===== src/rtl/mont_pkg.sv =====
// Shared encodings for the Montgomery multiplier control path: FSM states,
// adder input-mux selects and the idle chunk code.
package mont_pkg;

   localparam logic [2:0] ST_IDLE    = 3'd0;
   localparam logic [2:0] ST_ADD_B   = 3'd1;
   localparam logic [2:0] ST_ADD_M   = 3'd2;
   localparam logic [2:0] ST_RESOLVE = 3'd3;
   localparam logic [2:0] ST_SUB     = 3'd4;
   localparam logic [2:0] ST_DONE    = 3'd5;

   localparam logic [1:0] SEL_ZERO  = 2'd0;
   localparam logic [1:0] SEL_B     = 2'd1;
   localparam logic [1:0] SEL_M     = 2'd2;
   localparam logic [1:0] SEL_NEG_M = 2'd3;

   // Bit 3 set freezes the adder's chunk carry chain.
   localparam logic [3:0] CHUNK_IDLE = 4'd8;

endpackage


===== src/rtl/mont_mul_sequencer.sv =====
// Control FSM sequencing the carry-save Montgomery adder through bit-serial
// accumulate/reduce, chunked carry resolution and repeated subtraction of M.
module mont_mul_sequencer
   import mont_pkg::*;
#(
   parameter int unsigned N_BITS     = 512,
   parameter int unsigned CHUNKS     = 5,
   parameter int unsigned MAX_PASSES = 4
) (
   input  logic       clk,
   input  logic       resetn,
   input  logic       start,
   input  logic       a_bit,
   input  logic       c_zero,
   input  logic       sub_done,
   output logic [9:0] bit_idx,
   output logic       enable_c,
   output logic       shift_c,
   output logic       subtract,
   output logic [3:0] chunk_sel,
   output logic [1:0] in_sel,
   output logic       busy,
   output logic       done,
   output logic       err
);

   localparam int unsigned PASS_W = (MAX_PASSES > 1) ? $clog2(MAX_PASSES) : 1;

   localparam logic [9:0]        LAST_BIT   = 10'(N_BITS - 1);
   localparam logic [3:0]        LAST_CHUNK = 4'(CHUNKS - 1);
   localparam logic [PASS_W-1:0] LAST_PASS  = PASS_W'(MAX_PASSES - 1);

   logic [2:0]        state_q, state_d;
   logic [9:0]        bit_idx_q, bit_idx_d;
   logic [3:0]        chunk_q, chunk_d;
   logic [PASS_W-1:0] pass_q, pass_d;
   logic              err_q, err_d;

   always_ff @(posedge clk) begin
      if (!resetn) begin
         state_q   <= ST_IDLE;
         bit_idx_q <= 10'd0;
         chunk_q   <= 4'd0;
         pass_q    <= '0;
         err_q     <= 1'b0;
      end else begin
         state_q   <= state_d;
         bit_idx_q <= bit_idx_d;
         chunk_q   <= chunk_d;
         pass_q    <= pass_d;
         err_q     <= err_d;
      end
   end

   always_comb begin
      state_d   = state_q;
      bit_idx_d = bit_idx_q;
      chunk_d   = chunk_q;
      pass_d    = pass_q;
      err_d     = err_q;
      case (state_q)
         ST_IDLE: begin
            if (start) begin
               state_d   = ST_ADD_B;
               bit_idx_d = 10'd0;
               err_d     = 1'b0;
            end
         end
         ST_ADD_B: state_d = ST_ADD_M;
         ST_ADD_M: begin
            if (bit_idx_q == LAST_BIT) begin
               state_d = ST_RESOLVE;
               chunk_d = 4'd0;
            end else begin
               bit_idx_d = bit_idx_q + 10'd1;
               state_d   = ST_ADD_B;
            end
         end
         ST_RESOLVE: begin
            if (chunk_q == LAST_CHUNK) begin
               state_d = ST_SUB;
               chunk_d = 4'd0;
               pass_d  = '0;
            end else begin
               chunk_d = chunk_q + 4'd1;
            end
         end
         ST_SUB: begin
            // sub_done is only meaningful once the last chunk has been applied.
            if (chunk_q == LAST_CHUNK) begin
               if (sub_done) begin
                  state_d = ST_DONE;
               end else if (pass_q == LAST_PASS) begin
                  state_d = ST_DONE;
                  err_d   = 1'b1;
               end else begin
                  pass_d  = pass_q + 1'b1;
                  chunk_d = 4'd0;
               end
            end else begin
               chunk_d = chunk_q + 4'd1;
            end
         end
         ST_DONE: state_d = ST_IDLE;
         default: state_d = ST_IDLE;
      endcase
   end

   always_comb begin
      enable_c  = (state_q == ST_ADD_B);
      shift_c   = (state_q == ST_ADD_M);
      subtract  = (state_q == ST_SUB);
      busy      = (state_q != ST_IDLE);
      done      = (state_q == ST_DONE);
      chunk_sel = CHUNK_IDLE;
      in_sel    = SEL_ZERO;
      case (state_q)
         ST_ADD_B:   in_sel = a_bit ? SEL_B : SEL_ZERO;
         ST_ADD_M:   in_sel = c_zero ? SEL_M : SEL_ZERO;
         ST_RESOLVE: chunk_sel = chunk_q;
         ST_SUB: begin
            chunk_sel = chunk_q;
            in_sel    = SEL_NEG_M;
         end
         default: ;
      endcase
   end

   assign bit_idx = bit_idx_q;
   assign err     = err_q;

endmodule

===== config.mk =====
export PLATFORM = sky130hd
export DESIGN_NAME = mont_mul_sequencer
export DESIGN_NICKNAME = d
export VERILOG_FILES = /design/src/rtl/mont_pkg.sv /design/src/rtl/mont_mul_sequencer.sv
export SDC_FILE = /design/constraint.sdc
export NUM_CORES = 1
export LEC_CHECK = 0
export CORE_ASPECT_RATIO = 1.5
export CORE_MARGIN = 2
export CORE_UTILIZATION = 55
export CTS_BUF_LIST = sky130_fd_sc_hd__clkbuf_8
export DETAILED_ROUTE_END_ITERATION = 12
export GPL_ROUTABILITY_DRIVEN = 0
export HOLD_SLACK_MARGIN = 0.1
export PLACE_DENSITY = 0.95
export SLEW_MARGIN = 20
export SYNTH_ARGS = -nofsm -noshare
export SYNTH_HDL_FRONTEND = slang
export SYNTH_SLANG_ARGS = --single-unit

===== constraint.sdc =====
create_clock -name clk -period 4.6 [get_ports clk]
set_clock_uncertainty 0.05 [all_clocks]
set_input_delay 0.46 -clock clk [delete_from_list [all_inputs] [get_ports clk]]
set_output_delay 0.46 -clock clk [all_outputs]
set_load 0.005 [all_outputs]

==> results of run 1 <==
logic make-up (layout without fill, tap and decap cells):
logic type,Yosys count,after routing,share of synthesized area [%]
flip-flops,20,20,32.6
multiplexers,3,3,2.44
buffers and inverters,17,39,6.82
adder cells (fa/ha/maj),4,4,4.07
AND/OR/NAND/NOR,68,68,32.0
AO/OA/AOI/OAI,39,39,22.1
critical path, stage by stage (launching register included):
cell,delay [ps]
sky130_fd_sc_hd__dfxtp_1,620
sky130_fd_sc_hd__or3b_1,560
sky130_fd_sc_hd__clkinv_1,230
sky130_fd_sc_hd__a21o_1,150
sky130_fd_sc_hd__clkdlybuf4s50_1,490
area by class of cell:
type                    count  area, um2
multi-input cells         114        746
fillers                   185        634
flip-flops and latches     20        400
well taps                  23       28.8
repair buffers             27        270
clock inverters             1       30.0
inverters                   8       30.0
clock buffers               3       41.3
power breakdown:
| part | total [mW] | internal (mW) | switching (mW) |
|---|---|---|---|
| logic | 0.0385 | 0.0188 | 0.0197 |
| clock network | 0.177 | 0.116 | 0.0604 |
| registers | 0.180 | 0.175 | 0.00498 |
cells in the mapped netlist (3+ instances only):
library cell and n:
sky130_fd_sc_hd__nand3b_1 3, sky130_fd_sc_hd__nor4_1 5, sky130_fd_sc_hd__nand3_1 8, sky130_fd_sc_hd__nand2_1 15
sky130_fd_sc_hd__a21o_1 4, sky130_fd_sc_hd__nor3_1 4, sky130_fd_sc_hd__clkbuf_1 5, sky130_fd_sc_hd__ha_1 4
sky130_fd_sc_hd__a31oi_1 4, sky130_fd_sc_hd__and2_1 6, sky130_fd_sc_hd__o21ai_0 8, sky130_fd_sc_hd__or3_1 3
sky130_fd_sc_hd__mux2i_1 3, sky130_fd_sc_hd__nor2_1 8, sky130_fd_sc_hd__dfxtp_1 20, sky130_fd_sc_hd__inv_1 7
sky130_fd_sc_hd__a21oi_1 5, sky130_fd_sc_hd__o31ai_1 3
per-stage QoR:
stage | instances | power (mW) | worst slack [ps] | hold slack (ps) | instance area [um2]
CTS | 196 | 0.398 | 1770 | 426 | 1550
global route | 196 | 0.407 | 1670 | 448 | 1550
floorplan | 151 | 0.208 | 2910 | 410 | 1230
detailed placement | 192 | 0.222 | 2080 | 417 | 1480
finish | 196 | 0.395 | 1770 | 423 | 1550
global placement | 192 | 0.221 | 2150 | 418 | 1480
final timing paths:
kind	to	slack, ps	cells past startpoint
setup / recovery	in_sel[1]	1770	4
hold / removal	err	420	2
setup reg to reg	bit_idx[4]	2640	5
hold reg to reg	err	420	2
metal layers:
metal / vias to the layer above / GRT usage, % / share of wire (%)
li1: 605 / - / -
met1: 589 / 23.5 / 37
met2: 67 / 44.6 / 53
met3: 15 / 2.02 / 6.1
met4: 0 / 16.1 / 4.0
met5: - / 0 / 0
state kept, by name, indices dropped and copies added (netlist names):
signal / count
chunk_q: 4
err: 1
state_q: 3
bit_idx: 10
pass_q: 2
==> results.txt, run 1 <==
* Result of the run: complete, no violations
- Clock-pin slew was measured on the worst setup and hold paths at 80 ps.
- Type of element capturing the critical path: primary output
* Core box area: 2180 um2
- Post-synth EDFFs: 0
- The first global-routing pass estimated approximately 4.7 mm of wire.
* Via count of the first global-routing pass: between 1000 and 1500
* Clock Sinks: 20
* Worst slew margin relative to its limit: 45.9%
* Post-Route Utilization: 70.9%
* Number of max-cap violations: 0
* Area growth syn-to-layout: 25.7%
- Fraction of the yosys area taken by sequential cells: between 30% and 40%
- H-tree level count: 1
* Clock latency reported for the late side of the worst-skew pair: approximately 260 ps
* Final worst path period share: between 60% and 70%
- The repair_antennas step left the layout with diodes totalling 0.
* Post-cts gate resize count: 0
* RSZ-0062 raised after global routing: false
- Final net count: 184
* DR DRC count: 0
- In this run the power density over the cells is 256 nW/um2.
* Pleak: 0.566 nW
* Setup Fix Bufs, Post-CTS: 0
* Pin count of the biggest net entering global routing: 26
- Maximum fanout along the worst path: 16
- Detailed placement ended at an HPWL of 2.21 mm.
- In this run the core area contains 21 standard-cell rows.
* Setup violations, final: 0
- In this run the biggest area consumer among cell types represents 32.6% of the synthesized area.
- Summed over all failing endpoints, the final setup total negative slack is 0 ps.
- At the pin with the least slew margin, the transition time is ~810 ps.
- CTS tree: done
- Across every metal layer, demand over resource in global routing totals between 20% and 30%.
- Final Hold Violating Endpoints: 0
* Flops & latches, synth: 20
- After the first detailed-routing iteration, the DRC count stood at 42.
* Via density per instance: 6.51
- After detailed routing, the total wire length is 2.96 mm.
* Number of buffers created by CTS: 3
- The synthesized design spends more area on one cell type than any other, namely sky130_fd_sc_hd__dfxtp_1.
- Routed length per placed instance: around 15 um
* Overall overflow remaining after global route: 0
- Post-synth cell types: 48
- Cell types occupying the most area after synthesis: sky130_fd_sc_hd__dfxtp_1, sky130_fd_sc_hd__nand2_1, sky130_fd_sc_hd__ha_1
* Share of post-route cells with drive strength above 1: 5.78%
- Critical setup path kind: flop to primary output
- Syn Area/Cell: 8.15 um2
- Number of antenna violations at the first check in global routing: 0
- Measured along the y axis, the die boundary spans 61.9 um.
- The clock passes through at most 2 buffers.
- Buffers placed on the I/O ports in this run total 27.
* Count of nets left with antenna violations after detail routing: 0
- Yosys warnings: 0
* Share of async-settable or async-resettable flops after synthesis: 0%
* Final period demand of the worst path: between 2000 and 3000 ps
* Worst hold path type: flop to flop
- The library cell used most frequently in the layout, excluding fill and tap cells, is sky130_fd_sc_hd__clkdlybuf4s50_1.
- Measured along the x axis, the die boundary spans 42.6 um.
- Pins Over Slew Limit: 0
- Based on the critical path, the design can be clocked at up to 0.354 GHz.
- The floorplan step defined a die boundary enclosing 2640 um2.
- Most used flip-flop cell after synthesis: sky130_fd_sc_hd__dfxtp_1
* Launching instance or port of the critical path: state_q[1]
- Clk Tree Root Cell: sky130_fd_sc_hd__clkbuf_8
- At the worst endpoint, the required time is a little over 4000 ps.
- CTS Hold Bufs: 0
* Worst voltage drop across the vdd grid: 191 uV
* R2R Path Start: bit_idx[0]
- DRT Pass-1 Iters: 4
- Post-synthesis cell area: 1230 um2
- Counting every net in the synthesized netlist gives 161.
- For this configuration, the core starts out at a cell density of 56.4%.
- Critical path arrival: 2320 ps
* Vias post-DR: 1276
- The worst hold path begins at err.
* Commonest non-fill, non-tap cells in the layout: sky130_fd_sc_hd__clkdlybuf4s50_1, sky130_fd_sc_hd__dfxtp_1, sky130_fd_sc_hd__nand2_1
- Category of the worst setup path launch point: flop
- Ports placed on the boundary: 28
- Counting every instance in the synthesized netlist gives 151.
No activity file was read; power rests on OpenSTA's default activity.
==> inputs of run 2 (changes only) <==
Settings changed: CORE_UTILIZATION 55 to 46, PLACE_DENSITY 0.95 to 0.86.
Clock period 4.6 ns to 2.4 ns, I/O delays scaled along.
==> run 2 against run 1 <==
Compared with the run above:
- global-route usage down 0.64 points
- worst hold slack improved by 10 ps
- clock-buffer cell count stayed put
- power rose by 64%
- register-to-register slack got worse by 2200 ps
- sequential power up 91%
- flip-flop and latch count is the same
- first-iteration DRC count decreased by 7.1%
- sequential share of layout area down 0.29 points
- clock power rose by 27%
- critical endpoint is now chunk_sel[1]
- largest cell class unchanged
- largest power group unchanged
- highest routed layer unchanged
==> results.txt, run 2 (synthesis results as in run 1) <==
* Count of input and output buffers: 27 (unchanged)
- Overall die width: 46.2 um (was 42.6 um)
* Core box area: 2620 um2 (was 2180 um2)
* Layout fillers: 230 (was 185)
- The layout net count is 188 (was 184).
- Overall overflow remaining after global route: 0 (unchanged)
- Area growth syn-to-layout: 27.2% (was 25.7%)
- Clock buffer depth: 2 (unchanged)
* Number of buffers created by CTS: 3 (unchanged)
- The commonest non-fill, non-tap cell in the layout is sky130_fd_sc_hd__clkdlybuf4s50_1 (unchanged).
* Clk Tree Root Cell: sky130_fd_sc_hd__clkbuf_8 (unchanged)
- The final core utilization is 59.7% (was 70.9%).
- CTS Hold Bufs: 0 (unchanged)
* List of cells traversed by the critical path: nor3b_2 -> nand2b_1 -> and2_1 -> clkdlybuf4s50_1 (was or3b_1 -> clkinv_1 -> a21o_1 -> clkdlybuf4s50_1)
- RSZ-0062 raised after global routing: false (unchanged).
* Uppermost metal layer occupied by signal nets: met4 (unchanged)
- The total track usage is 22.5% (was 23.1%).
* Share of post-route cells with drive strength above 1: 7.39% (was 5.78%)
* Maximum fanout along the worst path: 12 (was 16)
- The flip-flop count of the largest register, all copies and words added came to 10 (unchanged).
* Critical path's largest stage delay: 510 ps (was 620 ps)
- The die outline area is 3110 um2 (was 2640 um2).
* Ports placed on the boundary: 28 (unchanged)
- The type of destination of the critical path was a primary output (unchanged).
- The CTS tree was done (unchanged).
- The count of H-tree levels built during CTS came to 1 (unchanged).
- Actual slew at the worst max-slew pin: 405 ps (was 809 ps)
- Critical setup path kind: flop to primary output (unchanged)
- The reported max-cap violation count was 0 (unchanged).
- The DRC violation count after routing was 0 (unchanged).
- Hpwl dp: 2.36 mm (was 2.21 mm)
- The area used by multi-input combinational logic is 746 um2 (unchanged).
- First DRT Iteration DRCs: 39 (was 42)
- Met3 Wirelength: 134 um (was 181 um)
* Pins Over Slew Limit: 0 (unchanged)
- Final Hold Violating Endpoints: 0 (unchanged)
- The routed length on met2 was 1.64 mm (was 1.56 mm).
* Hold WS: 433 ps (was 423 ps)
* Fin Setup TNS: 0 ps (unchanged)
- The clock-pin slew reported for the worst setup and hold paths after clock tree synthesis came to 70 ps (was 80 ps).
- The total routed wirelength was 3.16 mm (was 2.96 mm).
* Routed length per placed instance: 14.8 um (was 15.1 um)
- Worst hold path type: flop to flop (unchanged)
- The startpoint type of the worst setup path is a flop (unchanged).
- For this run, the top clock speed supported by timing is 0.441 GHz.
- Setup violations, final: 0 (unchanged)
- Initial core utilization: 47.0% (was 56.4%)
* Pleak: 0.571 nW (was 0.566 nW)
* Via count of the first global-routing pass: 1131 (was 1154)
* Pin count of the biggest net entering global routing: 25 (was 26)
- Die Y: 67.3 um (was 61.9 um)
- The via count of the routed design was 1266 (was 1276).
- The number of search-and-repair iterations in the first detailed-routing pass was 4 (unchanged).
* Final worst path period share: 94.4%
- The wire length of the first global-routing pass is 5.19 mm (was 4.69 mm).
* Depth of the most critical reg-to-reg path: 5 (unchanged)
* FF/Latch Area: 400 um2 (unchanged)
* Result of the run: complete, no violations (unchanged)
- The clock period could shrink to 2270 ps.
* Commonest non-fill, non-tap cells in the layout: sky130_fd_sc_hd__clkdlybuf4s50_1, sky130_fd_sc_hd__dfxtp_1, sky130_fd_sc_hd__nand2_1 (unchanged)
- The count of nets left with antenna violations after detail routing is 0 (unchanged).
* Clock latency reported for the late side of the worst-skew pair: 260 ps (about the same)
- Post-cts gate resize count: 0 (unchanged)
* Critical path arrival: 1980 ps (was 2320 ps)
- Number of antenna violations at the first check in global routing: 0 (unchanged)
- The cell depth of the worst min-delay path was 2 (unchanged).
* Reg-to-reg slack, setup: 490 ps (was 2640 ps)
- The total power divided by cell area came to 415 nW/um2 (was 256 nW/um2).
* Setup Fix Bufs, Post-CTS: 0 (unchanged)
- Met1 wire length: 1.32 mm (was 1.10 mm)
* Clock Sinks: 20 (unchanged)
* Cell with the largest stage delay on the worst path: sky130_fd_sc_hd__dfxtp_1 (unchanged)
* CP Data Required Time: 2110 ps (was 4090 ps)
- Via density per instance: 5.94 (was 6.51)
- The maximum vdd ir drop came to 344 uV (was 191 uV).
- Floorplan row count: 23 (was 21)
- Worst slew margin relative to its limit: 73.0% (was 45.9%)
* Diode count: 0 (unchanged)
==> run 2: power breakdown <==
part	total, mW	switching [mW]	internal (mW)	leakage, nW
Sequential	0.343	0.00710	0.336	0.162
Clock	0.225	0.113	0.112	0.0216
Combinational	0.0808	0.0415	0.0394	0.388
==> run 2: per-stage QoR <==
stage	area [um2]	cells	setup slack, ps	power, mW
floorplan	1230	151	742	0.399
global placement	1520	210	468	0.427
detailed placement	1520	210	435	0.430
CTS	1560	213	147	0.650
global route	1560	213	36.1	0.669
finish	1560	213	135	0.648
==> run 2: layer usage <==
metal  GRT usage (%)  vias up
li1                -      612
met1            25.8      604
met4            9.64        0
met2            39.2       43
met5               0        -
met3            3.74        7
==> run 2: worst max-delay path: cells and delay by family, from the launching register on <==
family	cells	cell delay [ps]
DFF	1	510
buffers and inverters	1	500
and+or+nand+nor	3	700
==> run 2: layout make-up <==
| cell class | count | area share, % |
|---|---|---|
| timing repair buffer | 31 | 19.2 |
| clock buffer | 3 | 2.64 |
| inverter | 8 | 1.92 |
| sequential | 20 | 25.6 |
| multi-input combinational | 114 | 47.7 |
| tap | 37 | 2.96 |
==> run 2: final timing paths <==
path	start	endpoint
setup / recovery	state_q[2]	chunk_sel[1]
hold / removal	err	err
setup reg to reg	bit_idx[0]	bit_idx[6]
hold reg to reg	err	err
